==> config.mk <==
export PLATFORM = sky130hd
export DESIGN_NAME = i2c_req_arbiter
export DESIGN_NICKNAME = d
export VERILOG_FILES = /design/src/rtl/i2c_req_arbiter.sv
export SDC_FILE = /design/constraint.sdc
export NUM_CORES = 1
export LEC_CHECK = 0
export CAP_MARGIN = 20
export CORE_MARGIN = 2
export CORE_UTILIZATION = 48
export CTS_BUF_LIST = sky130_fd_sc_hd__clkbuf_4
export DETAILED_ROUTE_END_ITERATION = 6
export GPL_ROUTABILITY_DRIVEN = 0
export GPL_TIMING_DRIVEN = 0
export HOLD_SLACK_MARGIN = 0.15
export PLACE_DENSITY = 0.89
export SYNTH_ARGS = -nofsm -noshare
export SYNTH_HDL_FRONTEND = slang
export SYNTH_SLANG_ARGS = --single-unit
==> constraint.sdc <==
create_clock -name HCLK -period 4.2 [get_ports HCLK]
set_clock_uncertainty 0.1 [all_clocks]
set_input_delay 1.26 -clock HCLK [delete_from_list [all_inputs] [get_ports HCLK]]
set_output_delay 1.26 -clock HCLK [all_outputs]
set_load 0.01 [all_outputs]
==> src/rtl/i2c_req_arbiter.sv <==
// Round-robin arbiter that shares one APB I2C master among NUM_REQ requesters:
// launches a one-byte transfer, polls status until done or timeout, returns the result.
module i2c_req_arbiter #(
   parameter int NUM_REQ        = 4,
   parameter int APB_ADDR_WIDTH = 7,
   parameter int LAUNCH_HOLDOFF = 16,
   parameter int POLL_GAP       = 8,
   parameter int TIMEOUT        = 4096
) (
   input  logic                      HCLK,
   input  logic                      HRESET,
   input  logic [NUM_REQ-1:0]        req_valid,
   input  logic [NUM_REQ-1:0]        req_write,
   input  logic [8*NUM_REQ-1:0]      req_wdata,
   output logic [NUM_REQ-1:0]        req_ready,
   output logic [NUM_REQ-1:0]        rsp_valid,
   output logic [7:0]                rsp_rdata,
   output logic                      rsp_err,
   output logic [APB_ADDR_WIDTH-1:0] PADDR,
   output logic [31:0]               PWDATA,
   output logic                      PWRITE,
   output logic                      PSEL,
   output logic                      PENABLE,
   input  logic [31:0]               PRDATA,
   input  logic                      PREADY,
   input  logic                      PSLVERR
);
   localparam int PTR_W  = $clog2(NUM_REQ);
   localparam int WAIT_MAX = (LAUNCH_HOLDOFF > POLL_GAP) ? LAUNCH_HOLDOFF : POLL_GAP;
   localparam int WAIT_W = $clog2(WAIT_MAX + 1);
   localparam int TMO_W  = $clog2(TIMEOUT + 1);
   localparam logic [APB_ADDR_WIDTH-1:0] ADDR_LAUNCH = APB_ADDR_WIDTH'(4);
   localparam logic [APB_ADDR_WIDTH-1:0] ADDR_STATUS = '0;

   typedef enum logic [2:0] {
      S_IDLE, S_L_SETUP, S_L_ACCESS, S_HOLDOFF, S_P_SETUP, S_P_ACCESS, S_GAP, S_RESPOND
   } state_t;

   state_t                    r_state;
   state_t                    w_next;
   logic [PTR_W-1:0]          r_rr_ptr;
   logic [PTR_W-1:0]          r_gnt;
   logic                      r_write;
   logic [WAIT_W-1:0]         r_wait;
   logic [TMO_W-1:0]          r_tmo;
   logic [NUM_REQ-1:0]        r_req_ready;
   logic [NUM_REQ-1:0]        r_rsp_valid;
   logic [7:0]                r_rsp_rdata;
   logic                      r_rsp_err;
   logic [APB_ADDR_WIDTH-1:0] r_paddr;
   logic [31:0]               r_pwdata;
   logic                      r_pwrite;
   logic                      r_psel;
   logic                      r_penable;

   logic [PTR_W-1:0]          w_gnt;
   logic                      w_found;
   logic                      w_tmo_hit;
   logic                      w_done_err;
   logic [7:0]                w_done_data;
   logic                      w_unused_prdata;

   assign w_unused_prdata = ^{PRDATA[31:16], PRDATA[14:8]};
   assign w_tmo_hit       = (r_tmo >= TMO_W'(TIMEOUT));

   // First asserted request strictly after the last grantee, wrapping.
   always_comb begin
      w_gnt   = r_rr_ptr;
      w_found = 1'b0;
      for (int k = 1; k <= NUM_REQ; k++) begin
         if (!w_found && req_valid[(int'(r_rr_ptr) + k) % NUM_REQ]) begin
            w_gnt   = PTR_W'((int'(r_rr_ptr) + k) % NUM_REQ);
            w_found = 1'b1;
         end
      end
   end

   always_comb begin
      w_next      = r_state;
      w_done_err  = 1'b0;
      w_done_data = 8'h00;
      case (r_state)
         S_IDLE:     if (w_found) w_next = S_L_SETUP;
         S_L_SETUP:  w_next = S_L_ACCESS;
         S_L_ACCESS: begin
            if (PREADY) begin
               if (PSLVERR) begin
                  w_next     = S_RESPOND;
                  w_done_err = 1'b1;
               end else begin
                  w_next = S_HOLDOFF;
               end
            end
         end
         S_HOLDOFF: begin
            if (w_tmo_hit) begin
               w_next     = S_RESPOND;
               w_done_err = 1'b1;
            end else if (r_wait == WAIT_W'(LAUNCH_HOLDOFF - 1)) begin
               w_next = S_P_SETUP;
            end
         end
         // A poll already in setup is always carried through its access phase
         // so the APB bus never sees an abandoned transfer.
         S_P_SETUP:  w_next = S_P_ACCESS;
         S_P_ACCESS: begin
            if (PREADY) begin
               if (PSLVERR) begin
                  w_next     = S_RESPOND;
                  w_done_err = 1'b1;
               end else if (PRDATA[15]) begin
                  w_next      = S_RESPOND;
                  w_done_data = r_write ? 8'h00 : PRDATA[7:0];
               end else begin
                  w_next = S_GAP;
               end
            end
         end
         S_GAP: begin
            if (w_tmo_hit) begin
               w_next     = S_RESPOND;
               w_done_err = 1'b1;
            end else if (r_wait == WAIT_W'(POLL_GAP - 1)) begin
               w_next = S_P_SETUP;
            end
         end
         S_RESPOND:  w_next = S_IDLE;
         default:    w_next = S_IDLE;
      endcase
   end

   always_ff @(posedge HCLK or negedge HRESET) begin
      if (!HRESET) begin
         r_state     <= S_IDLE;
         r_rr_ptr    <= PTR_W'(NUM_REQ - 1);
         r_gnt       <= '0;
         r_write     <= 1'b0;
         r_wait      <= '0;
         r_tmo       <= '0;
         r_req_ready <= '0;
         r_rsp_valid <= '0;
         r_rsp_rdata <= 8'h00;
         r_rsp_err   <= 1'b0;
         r_paddr     <= '0;
         r_pwdata    <= 32'h0;
         r_pwrite    <= 1'b0;
         r_psel      <= 1'b0;
         r_penable   <= 1'b0;
      end else begin
         r_state     <= w_next;
         r_psel      <= (w_next == S_L_SETUP) || (w_next == S_L_ACCESS) ||
                        (w_next == S_P_SETUP) || (w_next == S_P_ACCESS);
         r_penable   <= (w_next == S_L_ACCESS) || (w_next == S_P_ACCESS);
         r_req_ready <= '0;
         r_rsp_valid <= '0;

         if (r_state == S_IDLE && w_found) begin
            r_gnt       <= w_gnt;
            r_rr_ptr    <= w_gnt;
            r_write     <= req_write[w_gnt];
            r_req_ready <= NUM_REQ'(1) << w_gnt;
            r_paddr     <= ADDR_LAUNCH;
            r_pwrite    <= req_write[w_gnt];
            r_pwdata    <= {24'h0, req_wdata[{w_gnt, 3'b000} +: 8]};
         end

         if (w_next == S_P_SETUP && r_state != S_P_SETUP) begin
            r_paddr  <= ADDR_STATUS;
            r_pwrite <= 1'b0;
         end

         if (w_next == S_RESPOND && r_state != S_RESPOND) begin
            r_rsp_valid <= NUM_REQ'(1) << r_gnt;
            r_rsp_err   <= w_done_err;
            r_rsp_rdata <= w_done_data;
         end

         if (w_next != r_state) begin
            r_wait <= '0;
         end else if (r_state == S_HOLDOFF || r_state == S_GAP) begin
            r_wait <= r_wait + 1'b1;
         end

         // Timeout measured from launch completion; saturates once reached.
         if (r_state == S_L_ACCESS) begin
            r_tmo <= '0;
         end else if ((r_state == S_HOLDOFF || r_state == S_P_SETUP ||
                       r_state == S_P_ACCESS || r_state == S_GAP) && !w_tmo_hit) begin
            r_tmo <= r_tmo + 1'b1;
         end
      end
   end

   assign req_ready = r_req_ready;
   assign rsp_valid = r_rsp_valid;
   assign rsp_rdata = r_rsp_rdata;
   assign rsp_err   = r_rsp_err;
   assign PADDR     = r_paddr;
   assign PWDATA    = r_pwdata;
   assign PWRITE    = r_pwrite;
   assign PSEL      = r_psel;
   assign PENABLE   = r_penable;

endmodule
Yosys cells after proc, flatten, opt, wreduce, memory -nomap -nowiden --
Cells that the tools add are included. W data, S select, Z words.
Cells by class: add/sub/neg operators 6, multiply operators 0, divide/modulo/power cells 0, $lt $le $gt $ge 6, equal/unequal tests 17, shifts and indexed selects 3, mux-type cells 52, bitwise operators 4, reductions and logical operators 29
Operators with widths (count):
- $mux W8 | 5
- $shiftx A32 B6 Y8 | 1
- $mux W13 | 2
- $mux W3 | 8
- $pmux W3 S8 | 1
- $eq A3 B3 Y1 const B | 7
- $mux W1 | 20
- $lt A3 B4 Y1 const B | 4
- $mux W7 | 2
- $add A13 B1 Y13 const B | 1
- $ge A13 B13 Y1 const B | 1
- $reduce_or A2 Y1 | 6
- $bmux W1 S2 | 5
- $mux W5 | 2
- $eq A3 B2 Y1 const B | 3
- $logic_or A1 B1 Y1 | 8
- $mux W2 | 4
- $mux W4 | 2
- $shl A1 B2 Y4 const A | 2
- $logic_and A1 B1 Y1 | 7
- $eq A3 B1 Y1 const B | 2
- $ne A3 B3 Y1 const B | 2
- $reduce_bool A2 Y1 | 3
- $add A5 B1 Y5 const B | 1
- 10 further kinds | 18
Word-level totals: bits in registers 61, latch bits 0, RAM bits 0, memory bits (read-only) 0, input bits 76, output and inout port bits 59, word-level logic and storage cells 132, memories 0

Depth between registers and ports, before layout --
Gate-level depths: netlist of run 1.
depth in word-level cells 22, gate-level depth with buffers 10, mapped depth without buffers 9

Worst setup path before layout of run 1 --
No wires, ideal clock.
path type input port to flip-flop, start point input req_valid[3], end point register r_pwrite, in the netlist PWRITE, library setup time 133 ps, arrival time 2444 ps, data required time 3967 ps, setup slack 1524 ps, stages on the path 5, path buffers 0, cell sequence or4_4 -> and2_4 -> and4_4 -> nor4b_2 -> a311oi_1
Between the ends: word-level cells in the longest chain between the ends 18, elaborated cells between the ends (all ways) 36, those cells by class eq/ne: 1; mux: 26; reduce/logical: 9
RTL lines:
- from (decl) | RTL line 12 | input logic [NUM_REQ-1:0] req_valid,
- $bmux W1 S2 | RTL line 71 | if (!w_found && req_valid[(int'(r_rr_ptr) + k) % NUM_REQ]) begin
- $mux W1 (not written as such) (2 in a row) | RTL line 71
- $mux W1 | RTL line 71
- $logic_not A1 Y1 | RTL line 71
- $logic_and A1 B1 Y1 | RTL line 71
- $mux W1 | RTL line 71
- $logic_not A1 Y1 | RTL line 71
- $logic_and A1 B1 Y1 | RTL line 71
- $mux W1 | RTL line 71
- $logic_not A1 Y1 | RTL line 71
- $logic_and A1 B1 Y1 | RTL line 71
- $mux W1 | RTL line 71
- $mux W3 | RTL line 83 | S_IDLE: if (w_found) w_next = S_L_SETUP;
- $pmux W3 S8 | RTL line 82 | case (r_state)
- $eq A3 B3 Y1 | RTL line 167 | if (w_next == S_P_SETUP && r_state != S_P_SETUP) begin
- $logic_and A1 B1 Y1 | RTL line 167
- $mux W1 / $reduce_bool A2 Y1 (equally long branches)
- to (signal assigned) | RTL line 163 | r_pwrite <= req_write[w_gnt];
- to (decl) | RTL line 52 | logic r_pwrite;
Parallel ways exist; a longest one is shown, timed or not. The select of a mux whose other input is x is not followed. A chain may end at the register's enable or synchronous reset.

Worst setup path after layout of run 1 --
start point input req_valid[3], end point register r_pwdata[1], in the netlist PWDATA[1]
Between the ends: word-level cells in the longest chain between the ends 14, elaborated cells between the ends (all ways) 28, those cells by class shift: 1; mux: 20; reduce/logical: 7
RTL lines:
- $bmux W1 S2 | RTL line 71
- $mux W1 (not written as such) (2 in a row) | RTL line 71
- $mux W1 | RTL line 71
- $logic_not A1 Y1 | RTL line 71
- $logic_and A1 B1 Y1 | RTL line 71
- $mux W1 | RTL line 71
- $logic_not A1 Y1 | RTL line 71
- $logic_and A1 B1 Y1 | RTL line 71
- $mux W1 | RTL line 71
- $logic_not A1 Y1 | RTL line 71
- $logic_and A1 B1 Y1 | RTL line 71
- $mux W2 / $mux W1 (equally long branches) | RTL line 71
- $shiftx A32 B6 Y8 / $logic_and A1 B1 Y1 (equally long branches) | RTL line 164, 157
- to (signal assigned) | RTL line 164 | r_pwdata <= {24'h0, req_wdata[{w_gnt, 3'b000} +: 8]};
- to (decl) | RTL line 51 | logic [31:0] r_pwdata;
Parallel ways exist; a longest one is shown, timed or not. The select of a mux whose other input is x is not followed.

==> flow_summary.ini, run 1 <==
[synthesis]
ys_warn_count = 0
avgSynthCellArea_um2 = 10.8
synth_cell_types = 72
synth-adder-area-share = 0.0157
synthCells = 296
synth_compound_area_frac = 0.147
synth_edf_count = 0
ys_async_sr_fraction = 1.00
syn-cell-area_um2 = 3190
synth_top_flop_cell = dfrtp_1
yosys.area_share.simple = 0.188
synth_top_family_by_area = simple AND/OR/NAND/NOR gates
synth_top_area_cell = dfrtp_1
yosys.area.top_type_share = 0.416
ys_seq_elements = 55
synth_xor_area_frac = 0.0412
yosysSeqAreaShare = 0.433
ys_top_cells_by_area = dfrtp_1, buf_4, mux2i_1
synth_mux_area_frac = 0.0569

[detailed_routing]
wirelength_um = 7200
drc = 0
via_per_inst = 5.10
antenna_left = 0
avgRoutedWirePerCell_um = 14.7
dr_total_vias = 2506
drt-pass1-iter-count = 4
drt_iter0_markers = 145

[setup_path]
crit_buf_inv = 2
endpoint_kind = flop
arrival_ns = 3.16
cp_slowest_stage_delay_ns = 0.53
cp.depth = 7
crit_fanout = 10
cp-start-kind = primary input
critical_path.slowest_cell = clkdlybuf4s50_1
rr_worst_depth = 10
critPathKind = primary input to flop
crit_path_cell_trace = clkdlybuf4s50_1 > and2b_1 > o21ai_0 > and2_1 > nand2b_1 > buf_2 > o221ai_1
cpLargestDelayFamily = buffers and inverters
required_ns = 4.34

[clock_network]
cts-hold-fix-buffers = 0
htree_levels = 2
post_cts_buffers = 0
ctsResizeCount = 0
numClockSinks = 55
cts_tree = done
cts_inserted_buffers = 5
clk_latency_ns = 0.37
clk_pin_slew_ns = 0.15
root_buffer = clkbuf_4
clk_path_buf_depth = 2

[layout]
areaGrowthSynthToFinish_pct = 34.7
nNetsFinal = 494
seq_area_um2 = 1380
antenna_cells = 0
layout_commonest_cell = clkdlybuf4s50_1
mostFrequentLayoutCells = clkdlybuf4s50_1, dfrtp_1, buf_4
multi_input_area_um2 = 1540
fillCellCount = 495
drive_gt1_frac = 0.184

[sta]
maxSlewHeadroom = 0.650
tns_ns = 0
worst_slew_pin_slew_ns = 0.523
setup_viol = 0
final.period_utilization = 0.718
timing.fmax_mhz = 331
final_hold_viol_count = 0
fin_crit_ns = 3.02
rsz0062_at_grt = no
slew_violations = 0

[flow_run]
drv_cap = 0

[power_and_ir_drop]
power_density_nw_per_um2 = 530
ir_drop_v = 0.000316
p_sw_w = 0.000901
p_int_w = 0.00137
combinationalPowerShare = 0.534
finalPower_w = 0.00227
pwr-share-clk = 0.125
leakagePower_nw = 1.99
p_seq_frac = 0.340
switching_share = 0.396

[die]
die_x_um = 85.5
die_area_um2 = 7310
rows = 29
initial_core_util = 0.499
fp.coreArea_um2 = 6390
dieHeight_um = 85.5
num_io_pins = 135

[placement]
hpwlAfterDp_um = 5670
port_buffers = 81

[global_routing]
grtUsageTotal = 0.200
grt_pass1_vias = 2485
grt-ovfl-total = 0
grt_pass1_wl_um = 11700
grt_max_degree = 35
antenna_found_initial = 0

[outcome]
status = finished clean

[worst_hold_path]
hold_path.class = flop to flop
hold_depth = 1
==> synthesized netlist by cell type (all sizes together) (7+ instances only) <==
| library cell | instances |
|---|---|
| a21oi | 8 |
| a22o | 8 |
| buf | 39 |
| dfrtp | 53 |
| inv | 8 |
| mux2i | 17 |
| nand2 | 23 |
| nand3 | 7 |
| nor2 | 27 |
| nor3 | 10 |
| o221ai | 8 |
| xor2 | 12 |
==> state kept, by name, indices dropped and copies added, names as in the netlist <==
signal,count
r_tmo,13
PWDATA,8
rsp_rdata,8
r_wait,5
req_ready,4
rsp_valid,4
r_state,3
r_gnt,2
r_rr_ptr,2
PADDR,1
PENABLE,1
PSEL,1
PWRITE,1
r_write,1
rsp_err,1
==> final timing paths <==
| check | start | endpoint | slack [ns] |
|---|---|---|---|
| worst max-delay path | req_valid[3] | PWDATA[1] | 1.18 |
| worst min-delay path | r_gnt[0] | rsp_valid[2] | 0.38 |
| worst max register to register | r_wait[0] | rsp_rdata[6] | 1.81 |
| worst min register to register | r_gnt[0] | rsp_valid[2] | 0.38 |
| max in group asynchronous | HRESET | r_wait[4] | 2.71 |
| min in group asynchronous | HRESET | PWDATA[0] | 0.74 |
==> cells by family (layout without fill, tap and decap cells) <==
kind of cell,after synthesis,count (layout)
and+or+nand+nor,99,99
adders and majority gates,4,4
other,1,30
muxes,18,18
xor gates and xnor gates,15,15
DFF,55,55
AOI/OAI and AO/OA,53,53
buffers and inverters,51,140
==> routing by layer <==
metal	GRT usage	share of wire
met2	0.347	0.50
met3	0.0233	0.050
met1	0.260	0.43
met4	0.0707	0.017
met5	0	0
==> per-stage QoR <==
stage | instances | utilization | setup WS (ns) | instance area (um^2) | hold slack, ns
floorplan | 325 | - | 1.52 | 3300 | 0.329
detailed placement | 484 | 0.660 | 0.783 | 4220 | 0.358
global placement | 483 | 0.658 | 0.119 | 4200 | 0.336
global route | 491 | 0.672 | 1.06 | 4290 | 0.397
CTS | 491 | 0.672 | 1.20 | 4290 | 0.378
finish | 491 | 0.672 | 1.18 | 4290 | 0.382
==> power groups by stage <==
stage	Combinational (W)	Clock, W	Sequential (W)
6_report	0.00122	0.000284	0.000775
5_1_grt	0.00133	0.000309	0.000790
4_1_cts	0.00122	0.000291	0.000774
3_5_place_dp	0.00122	0	0.000782
3_3_place_gp	0.00118	0	0.000774
2_1_floorplan	0.000815	0	0.000801
==> area by class of cell <==
type,instances,share of cell area
Multi-Input combinational cell,219,0.360
Sequential cell,55,0.321
Timing Repair Buffer,82,0.192
Buffer,42,0.0781
Tap cell,77,0.0224
Clock buffer,5,0.00874
Clock inverter,2,0.00874
Inverter,9,0.00874
No activity file was read; power rests on OpenSTA's default activity.
==> inputs of run 2 (changes only) <==
--- a/config.mk
+++ b/config.mk
@@ -7,13 +7,13 @@
 export LEC_CHECK = 0
 export CAP_MARGIN = 20
 export CORE_MARGIN = 2
-export CORE_UTILIZATION = 48
+export CORE_UTILIZATION = 44
 export CTS_BUF_LIST = sky130_fd_sc_hd__clkbuf_4
 export DETAILED_ROUTE_END_ITERATION = 6
 export GPL_ROUTABILITY_DRIVEN = 0
 export GPL_TIMING_DRIVEN = 0
 export HOLD_SLACK_MARGIN = 0.15
-export PLACE_DENSITY = 0.89
+export PLACE_DENSITY = 0.83
 export SYNTH_ARGS = -nofsm -noshare
 export SYNTH_HDL_FRONTEND = slang
 export SYNTH_SLANG_ARGS = --single-unit
==> constraint.sdc (replaced) <==
create_clock -name HCLK -period 3.07 [get_ports HCLK]
set_clock_uncertainty 0.1 [all_clocks]
set_input_delay 0.921 -clock HCLK [delete_from_list [all_inputs] [get_ports HCLK]]
set_output_delay 0.921 -clock HCLK [all_outputs]
set_load 0.01 [all_outputs]
==> flow_summary.ini, run 2 (synthesis gave the netlist of run 1 again) <==
[layout]
fillCellCount = 639
antenna_cells = 0
layout_commonest_cell = clkdlybuf4s50_1
largest_reg_flops = 13
nNetsFinal = 494
utilization = 0.603
largest-register = r_tmo
drive_gt1_frac = 0.186
areaGrowthSynthToFinish_pct = 35.1
mostFrequentLayoutCells = clkdlybuf4s50_1, dfrtp_1, buf_4

[placement]
port_buffers = 81
post-place-ws_ns = 0.0166
hpwlAfterDp_um = 5520

[detailed_routing]
via_per_inst = 4.81
wirelength_um = 6940
drt-pass1-iter-count = 4
wl_met1_um = 3050
dr_wl_met2_um = 3430
wl_met3_um = 352
drc = 0
avgRoutedWirePerCell_um = 13.5
antenna_left = 0
top_layer = met4
dr_total_vias = 2473
drt_iter0_markers = 116

[sta]
worst_slew_pin_slew_ns = 0.610
slew_violations = 0
fin_crit_ns = 2.68
final_hold_viol_count = 0
timing.fmax_mhz = 373
setup_viol = 0
rsz0062_at_grt = no
final.period_utilization = 0.872
maxSlewHeadroom = 0.593
timing.hold.ws_ns = 0.380
layout_setup_ws_ns = 0.392

[power_and_ir_drop]
leakagePower_nw = 1.98
combinationalPowerShare = 0.545
p_seq_frac = 0.348
pwr-share-clk = 0.107
power_density_nw_per_um2 = 705
p_sw_w = 0.00123
finalPower_w = 0.00304
p_int_w = 0.00181
ir_drop_v = 0.000327
switching_share = 0.405

[global_routing]
grtUsageTotal = 0.172
grt_pass1_vias = 2263
grt_max_degree = 30
grt-ovfl-total = 0
antenna_found_initial = 0
grt_pass1_wl_um = 10600

[clock_network]
clk_latency_ns = 0.37
root_buffer = clkbuf_4
clk_pin_slew_ns = 0.16
numClockSinks = 55
cts-hold-fix-buffers = 0
post_cts_buffers = 0
htree_levels = 2
cts_inserted_buffers = 5
cts_tree = done
clk_path_buf_depth = 2
ctsResizeCount = 0

[flow_run]
drv_cap = 0

[die]
initial_core_util = 0.447
die_x_um = 89.1
rows = 31
num_io_pins = 135
dieHeight_um = 89.1
die_area_um2 = 7940
fp.coreArea_um2 = 7140

[setup_path]
endpoint_kind = flop
cp-start-kind = primary input
crit_fanout = 10
required_ns = 3.22
arrival_ns = 2.83
critPathKind = primary input to flop
rrSetupSlack_ns = 0.73

[worst_hold_path]
hold_path.class = flop to flop

[outcome]
status = finished clean
[run 2: cell types whose count changed in the layout (fill, tap and decap cells not counted)]
cell	before	now
bufinv_16	1	0
clkinv_2	1	2
inv_6	0	1
clkinv_4	0	1
clkinvlp_4	1	0
[run 2: worst max-delay path, stage by stage]
cell and delay, ns:
clkdlybuf4s50_1 0.54, and2b_1 0.19, o21ai_0 0.38, and2_1 0.25
nand2b_1 0.16, buf_2 0.24, o221ai_1 0.15
[run 2: worst paths after layout]
check,from,to,cells past startpoint
hold reg to reg,r_gnt[1],rsp_valid[0],1
setup reg to reg,r_wait[0],rsp_rdata[6],10
max in group asynchronous,HRESET,r_rr_ptr[0],2
hold / removal,r_gnt[1],rsp_valid[0],1
setup / recovery,req_valid[3],PWDATA[4],7
min in group asynchronous,HRESET,rsp_rdata[7],1
[run 2: power groups by stage]
stage          clock (W)  sequential [W]  combinational [W]
4_1_cts         0.000337         0.00106            0.00167
3_5_place_dp           0         0.00107            0.00166
2_1_floorplan          0         0.00110            0.00111
5_1_grt         0.000361         0.00108            0.00183
3_3_place_gp           0         0.00106            0.00161
6_report        0.000324         0.00106            0.00165
[run 2: stage by stage]
stage | TNS, ns | area (um^2) | std cells
floorplan | 0 | 3300 | 325
global placement | -36.47 | 4230 | 505
detailed placement | 0 | 4250 | 506
CTS | 0 | 4310 | 514
global route | 0 | 4310 | 514
finish | 0 | 4310 | 514
[run 2: layout make-up]
cell class                 count  area [um^2]  share of cell area
multi-input combinational    219         1540               0.359
sequential                    55         1380               0.320
timing repair buffer          82          826               0.192
buffer                        42          335              0.0779
tap                           99          124              0.0288
clock buffer                   5         37.5             0.00872
inverter                       9         37.5             0.00872
clock inverter                 3         22.5             0.00523
[run 2: routing by layer]
layer,up-vias,track usage
met5,-,0
met4,0,0.0461
met3,9,0.0332
met2,62,0.290
met1,1183,0.228
li1,1219,-
